## config.mk

```make
export PLATFORM = sky130hd
export DESIGN_NAME = branch_unit_flat
export DESIGN_NICKNAME = d
export VERILOG_FILES = /design/src/rtl/branch_unit_if.sv /design/src/rtl/branch_unit.sv /design/src/flat_wrapper.sv
export SDC_FILE = /design/constraint.sdc
export NUM_CORES = 1
export LEC_CHECK = 0
export BUFFER_PORTS_ARGS = -buffer_cell sky130_fd_sc_hd__buf_2
export CAP_MARGIN = 20
export CORE_MARGIN = 2
export CORE_UTILIZATION = 43
export DETAILED_ROUTE_END_ITERATION = 10
export GPL_ROUTABILITY_DRIVEN = 0
export GPL_TIMING_DRIVEN = 0
export HOLD_SLACK_MARGIN = 0.06
export PLACE_DENSITY = 0.84
export RECOVER_POWER = 100
export SYNTH_ARGS = -nofsm -noshare
export SYNTH_HDL_FRONTEND = slang
export SYNTH_SLANG_ARGS = --single-unit
```

## constraint.sdc

```tcl
create_clock -name clk -period 2.6 [get_ports clk]
set_input_delay 0.26 -clock clk [delete_from_list [all_inputs] [get_ports clk]]
set_output_delay 0.26 -clock clk [all_outputs]
set_load 0.05 [all_outputs]
```

## src/rtl/branch_unit_if.sv

```systemverilog
// Bundle between the ALU/decode stage and the branch unit: flags, branch request, fetch/link results.
interface branch_unit_if;
  logic        stall;
  logic        halt;
  logic        alu_neg;
  logic        alu_zero;
  logic        alu_carry;
  logic        flag_we;
  logic        br_en;
  logic [2:0]  br_op;
  logic [31:0] br_target;
  logic [31:0] rs_val;
  logic [31:0] pc;
  logic        taken;
  logic        flush;
  logic        link_we;
  logic [31:0] link_data;
  logic        neg_q;
  logic        zero_q;
  logic        carry_q;
  logic        halted;

  modport master (
    output stall, halt, alu_neg, alu_zero, alu_carry, flag_we,
           br_en, br_op, br_target, rs_val,
    input  pc, taken, flush, link_we, link_data, neg_q, zero_q, carry_q, halted
  );

  modport slave (
    input  stall, halt, alu_neg, alu_zero, alu_carry, flag_we,
           br_en, br_op, br_target, rs_val,
    output pc, taken, flush, link_we, link_data, neg_q, zero_q, carry_q, halted
  );
endinterface

```

## src/rtl/branch_unit.sv

```systemverilog
// KGP-RISC control-flow stage: flag register, branch condition evaluation,
// program counter, link writeback and single-slot wrong-path squash.
module branch_unit #(
  parameter logic [31:0] RESET_PC = 32'h0000_0000,
  parameter int unsigned PC_STEP  = 4
) (
  input logic          clk,
  input logic          rst,
  branch_unit_if.slave bus
);

  localparam int unsigned XLEN = 32;

  localparam logic [2:0] OP_B    = 3'd0;
  localparam logic [2:0] OP_BR   = 3'd1;
  localparam logic [2:0] OP_BLTZ = 3'd2;
  localparam logic [2:0] OP_BZ   = 3'd3;
  localparam logic [2:0] OP_BNZ  = 3'd4;
  localparam logic [2:0] OP_BL   = 3'd5;
  localparam logic [2:0] OP_BCY  = 3'd6;
  localparam logic [2:0] OP_BNCY = 3'd7;

  typedef enum logic [1:0] {
    ST_RUN   = 2'd0,
    ST_FLUSH = 2'd1,
    ST_HALT  = 2'd2
  } state_e;

  state_e          state_q, state_d;
  logic [XLEN-1:0] pc_q, pc_d;
  logic            neg_q, neg_d;
  logic            zero_q, zero_d;
  logic            carry_q, carry_d;

  logic            cond;
  logic            taken;
  logic [XLEN-1:0] target;
  logic [XLEN-1:0] pc_inc;

  assign pc_inc = pc_q + XLEN'(PC_STEP);

  // Branch condition and raw target; BCY/BNCY see the carry captured in an earlier cycle.
  always_comb begin
    cond   = 1'b0;
    target = bus.br_target;
    case (bus.br_op)
      OP_B:    cond = 1'b1;
      OP_BR: begin
        cond   = 1'b1;
        target = bus.rs_val;
      end
      OP_BLTZ: cond = bus.rs_val[XLEN-1];
      OP_BZ:   cond = (bus.rs_val == '0);
      OP_BNZ:  cond = (bus.rs_val != '0);
      OP_BL:   cond = 1'b1;
      OP_BCY:  cond = carry_q;
      OP_BNCY: cond = ~carry_q;
      default: cond = 1'b0;
    endcase
  end

  assign taken = bus.br_en & cond & (state_q == ST_RUN) & ~bus.stall;

  // Next-state, next-pc and flag capture.
  always_comb begin
    state_d = state_q;
    pc_d    = pc_q;
    neg_d   = neg_q;
    zero_d  = zero_q;
    carry_d = carry_q;
    case (state_q)
      ST_RUN: begin
        if (!bus.stall) begin
          if (bus.flag_we) begin
            neg_d   = bus.alu_neg;
            zero_d  = bus.alu_zero;
            carry_d = bus.alu_carry;
          end
          if (bus.halt) begin
            state_d = ST_HALT;
          end else if (taken) begin
            pc_d    = target & ~XLEN'(3);
            state_d = ST_FLUSH;
          end else begin
            pc_d = pc_inc;
          end
        end
      end
      ST_FLUSH: begin
        if (!bus.stall) begin
          pc_d    = pc_inc;
          state_d = ST_RUN;
        end
      end
      ST_HALT: begin
        state_d = ST_HALT;
      end
      default: state_d = ST_RUN;
    endcase
  end

  always_ff @(posedge clk) begin
    if (rst) begin
      state_q <= ST_RUN;
      pc_q    <= RESET_PC;
      neg_q   <= 1'b0;
      zero_q  <= 1'b0;
      carry_q <= 1'b0;
    end else begin
      state_q <= state_d;
      pc_q    <= pc_d;
      neg_q   <= neg_d;
      zero_q  <= zero_d;
      carry_q <= carry_d;
    end
  end

  assign bus.pc        = pc_q;
  assign bus.taken     = taken;
  assign bus.flush     = (state_q == ST_FLUSH);
  assign bus.halted    = (state_q == ST_HALT);
  assign bus.link_we   = taken & (bus.br_op == OP_BL);
  assign bus.link_data = bus.link_we ? pc_inc : '0;
  assign bus.neg_q     = neg_q;
  assign bus.zero_q    = zero_q;
  assign bus.carry_q   = carry_q;

endmodule

```

## src/flat_wrapper.sv

```systemverilog
// flat-port wrapper written by rule: the top's interface ports become plain ports
module branch_unit_flat 
#(
  parameter logic [31:0] RESET_PC = 32'h0000_0000,
  parameter int unsigned PC_STEP  = 4
)
  (clk, rst, bus_stall, bus_halt, bus_alu_neg, bus_alu_zero, bus_alu_carry, bus_flag_we, bus_br_en, bus_br_op, bus_br_target, bus_rs_val, bus_pc, bus_taken, bus_flush, bus_link_we, bus_link_data, bus_neg_q, bus_zero_q, bus_carry_q, bus_halted);
  branch_unit_if bus_i ();
  input logic clk;
  input logic rst;
  input wire logic [$bits(bus_i.stall)-1:0] bus_stall;
  input wire logic [$bits(bus_i.halt)-1:0] bus_halt;
  input wire logic [$bits(bus_i.alu_neg)-1:0] bus_alu_neg;
  input wire logic [$bits(bus_i.alu_zero)-1:0] bus_alu_zero;
  input wire logic [$bits(bus_i.alu_carry)-1:0] bus_alu_carry;
  input wire logic [$bits(bus_i.flag_we)-1:0] bus_flag_we;
  input wire logic [$bits(bus_i.br_en)-1:0] bus_br_en;
  input wire logic [$bits(bus_i.br_op)-1:0] bus_br_op;
  input wire logic [$bits(bus_i.br_target)-1:0] bus_br_target;
  input wire logic [$bits(bus_i.rs_val)-1:0] bus_rs_val;
  output wire logic [$bits(bus_i.pc)-1:0] bus_pc;
  output wire logic [$bits(bus_i.taken)-1:0] bus_taken;
  output wire logic [$bits(bus_i.flush)-1:0] bus_flush;
  output wire logic [$bits(bus_i.link_we)-1:0] bus_link_we;
  output wire logic [$bits(bus_i.link_data)-1:0] bus_link_data;
  output wire logic [$bits(bus_i.neg_q)-1:0] bus_neg_q;
  output wire logic [$bits(bus_i.zero_q)-1:0] bus_zero_q;
  output wire logic [$bits(bus_i.carry_q)-1:0] bus_carry_q;
  output wire logic [$bits(bus_i.halted)-1:0] bus_halted;
  assign bus_i.stall = bus_stall;
  assign bus_i.halt = bus_halt;
  assign bus_i.alu_neg = bus_alu_neg;
  assign bus_i.alu_zero = bus_alu_zero;
  assign bus_i.alu_carry = bus_alu_carry;
  assign bus_i.flag_we = bus_flag_we;
  assign bus_i.br_en = bus_br_en;
  assign bus_i.br_op = bus_br_op;
  assign bus_i.br_target = bus_br_target;
  assign bus_i.rs_val = bus_rs_val;
  assign bus_pc = bus_i.pc;
  assign bus_taken = bus_i.taken;
  assign bus_flush = bus_i.flush;
  assign bus_link_we = bus_i.link_we;
  assign bus_link_data = bus_i.link_data;
  assign bus_neg_q = bus_i.neg_q;
  assign bus_zero_q = bus_i.zero_q;
  assign bus_carry_q = bus_i.carry_q;
  assign bus_halted = bus_i.halted;
  branch_unit #(.RESET_PC(RESET_PC), .PC_STEP(PC_STEP)) u_core (.clk(clk), .rst(rst), .bus(bus_i));
endmodule
```

==> qor.yml <==
start_util_pct: 45.0
slew_violations: 0
critPathSlowestCell: "dfxtp_2"
power_frac_seq_pct: 40.2
first_pass_iters: 5
reg2reg_slack_ns: 0.08
grt_pass1_wl_mm: 19.1
crit_required_ns: 2.34
hold_path_startpoint: "bus_alu_neg"
drc: 0
yosysUniqueCellTypes: 54
row_count: 30
swShare_pct: 37.9
irDropWorstVdd_mv: 0.277
path_class: "flip-flop to output pin"
synth_compound_area_share_pct: 20.1
cts_hold_buf: 0
synth_xor_area_share_pct: 6.23
p_comb_share_pct: 33.3
die_w_um: 88.8
cts_buffer_depth: 2
vias_per_cell: 6.18
syn_avg_cell_area_um2: 7.58
ant_nets: 0
num_vias: 4146
place_hpwl_mm: 8.93
drtIter0Drc: 453
synthAdderAreaFrac_pct: 0.404
coreArea_um2: 6870
achievable-frequency_mhz: 388
endpoint_kind: "output pin"
min_path_cells: 3
area_growth_pct: 47.0
whs_ns: 0.206
instances_no_fill: 671
ys_warn_count: 0
port_buffers: 140
fin_nets: 653
power.leakage_nw: 1.72
fin_util_pct: 66.2
rr_startpoint: "u_core.state_q[1]"
synth_cells: 408
synth_edf_count: 0
drive_above_1_share_pct: 38.8
path_max_fanout: 7
maxCapViolations: 0
skew_ns: 0.00718
slew-limit-headroom_pct: 45.5
cp.arrival_ns: 2.32
cts_buffers: 5
grt_usage_pct: 31.6
clk_pin_slew_worst_paths_ns: 0.08
placed_cells: 647
yosysSeqAreaShare_pct: 22.6
antenna_found_initial: 0
critPathMaxStageDelay_ns: 0.39
clock_latency_ns: 0.30
clock_sinks: 35
cts_tree: "yes"
antenna_cells: 0
synth-main-ff-cell: "dfxtp_1"
wl_per_cell_um: 19.3
multiInputGateArea_um2: 2350
finalSetupViolCount: 0
hp-class: "input pin to flip-flop"
seq_area_um2: 722
synth.area.mux_share_pct: 13.9
power_switching_w: 0.000560
critPathLaunchType: "flip-flop"
fp.dieArea_um2: 7890
die_h_um: 88.8
min_period_ns: 2.58
status: "completed"
fillers: 573
async_flop_share_pct: 0
power.internal_w: 0.000919
clkPwrFrac_pct: 26.5
cts_root_buf: "clkbuf_8"
htree_levels: 2
ys_ff_latch: 35
synth_area_um2: 3090
io_pins: 147
min_to: "u_core.bus.neg_q"
grt_overflow_total: 0
grt_max_degree: 11
p_per_area_nw_per_um2: 325
yosys.area_share.simple_pct: 27.8
cp_cell_sequence: "nand4_1 -> buf_4 -> nor4_4 -> and3_4 -> nand4_1 -> xor2_2 -> nor2_4 -> buf_4"
wl_mm: 13.0
hold_viol: 0
worst_pin_slew_ns: 0.817
grt_pass1_vias: 3886
synth_top_family_by_area: "simple AND/OR/NAND/NOR gates"
fin_crit_sh_pct: 99.2
rr_endpoint: "u_core.bus.pc[12]"
reg2regPathDepth: 10
metrics by stage:
stage	total power [W]	setup TNS [ns]	worst slack (ns)	cell area [um2]
after floorplan	0.000886	-2.19	-0.182	3160
after global placement	0.00103	-16.33	-0.562	3990
after detailed placement	0.00104	-16.95	-0.580	3990
after CTS	0.00145	0	0.000151	4410
after global routing	0.00152	-0.0760	-0.0292	4550
final	0.00148	0	0.0211	4550
logic make-up (layout without fill, tap and decap cells):
kind of cell	count (synthesis)	count (layout)
mux	41	41
other cells	1	4
simple gates	167	168
buf+inv	53	216
compound gates	88	88
xor+xnor	22	22
flops	35	35
fa+ha+maj	1	1
critical path, delay by kind of cell, from the launching register on:
| family | cells | cell delay, ns |
|---|---|---|
| simple gates | 5 | 0.98 |
| buf+inv | 2 | 0.43 |
| flops | 1 | 0.39 |
| xor+xnor | 1 | 0.22 |
sequential cells by signal, summed over array words and instances (netlist names):
signal / count
u_core.bus.neg_q: 1
u_core.bus.zero_q: 1
u_core.state_q: 2
u_core.bus.pc: 30
u_core.bus.carry_q: 1
routing by layer:
metal | global-route usage (%) | up-vias | wire length, um
met5 | 0 | - | 0
met4 | 18.6 | 0 | 753
li1 | - | 1838 | -
met1 | 37.6 | 1892 | 4910
met2 | 51.9 | 334 | 5930
met3 | 7.00 | 82 | 1380
cell usage in the layout (no fill, tap or decap), drive strengths merged, types with 12 or more instances in the layout:
master  count
xnor2      18
a21oi      20
nor2       52
mux2       16
o21ai      16
dfxtp      35
nand4      12
nand2      16
mux2i      25
inv        18
nand3      27
buf       141
nor3       12
clkbuf     56
cells in the mapped netlist (all sizes together) (11+ instances only):
library cell	n	share of area, %
inv	18	2.4
xnor2	18	5.1
nand2	16	1.9
a21oi	20	3.2
o21ai	16	2.6
o32ai	11	3.1
nor3	12	1.9
mux2i	25	8.1
nand4	12	2.4
dfxtp	35	23
clkbuf	25	3.0
nor2	52	6.3
nand3	27	4.4
mux2	16	5.8
final cells by class:
cell class	instances	area share, %
multi-input combinational	324	51.7
inverter	19	1.84
timing repair buffer	163	21.6
buffer	28	4.81
sequential	35	15.9
clock buffer	6	1.60
tap	96	2.64
worst max path at each step:
stage,slack (ns),end,startpoint
finish,0.02,bus_link_data[28],u_core.bus.pc[11]
global route,-0.03,bus_link_data[28],u_core.bus.pc[11]
CTS,0.0002,bus_taken,u_core.state_q[0]
detailed placement,-0.58,u_core.bus.pc[20],bus_rs_val[25]
global placement,-0.56,u_core.bus.pc[10],bus_rs_val[25]
floorplan,-0.18,bus_link_data[21],u_core.state_q[0]
what timing repair did:
action,CTS,global route
setup endpoints to repair,60,43
setup buffers,9,14
cloned,0,1
resized for setup,72,35
pin swaps,3,6
power by group through the flow:
stage	Combinational (W)	Clock [W]	Sequential (W)
after floorplan	0.000216	0	0.000670
after global placement	0.000432	0	0.000600
after detailed placement	0.000442	0	0.000602
after CTS	0.000465	0.000390	0.000591
after global routing	0.000515	0.000408	0.000598
final	0.000493	0.000392	0.000595
Note: power is estimated with default switching activity, not from simulation.
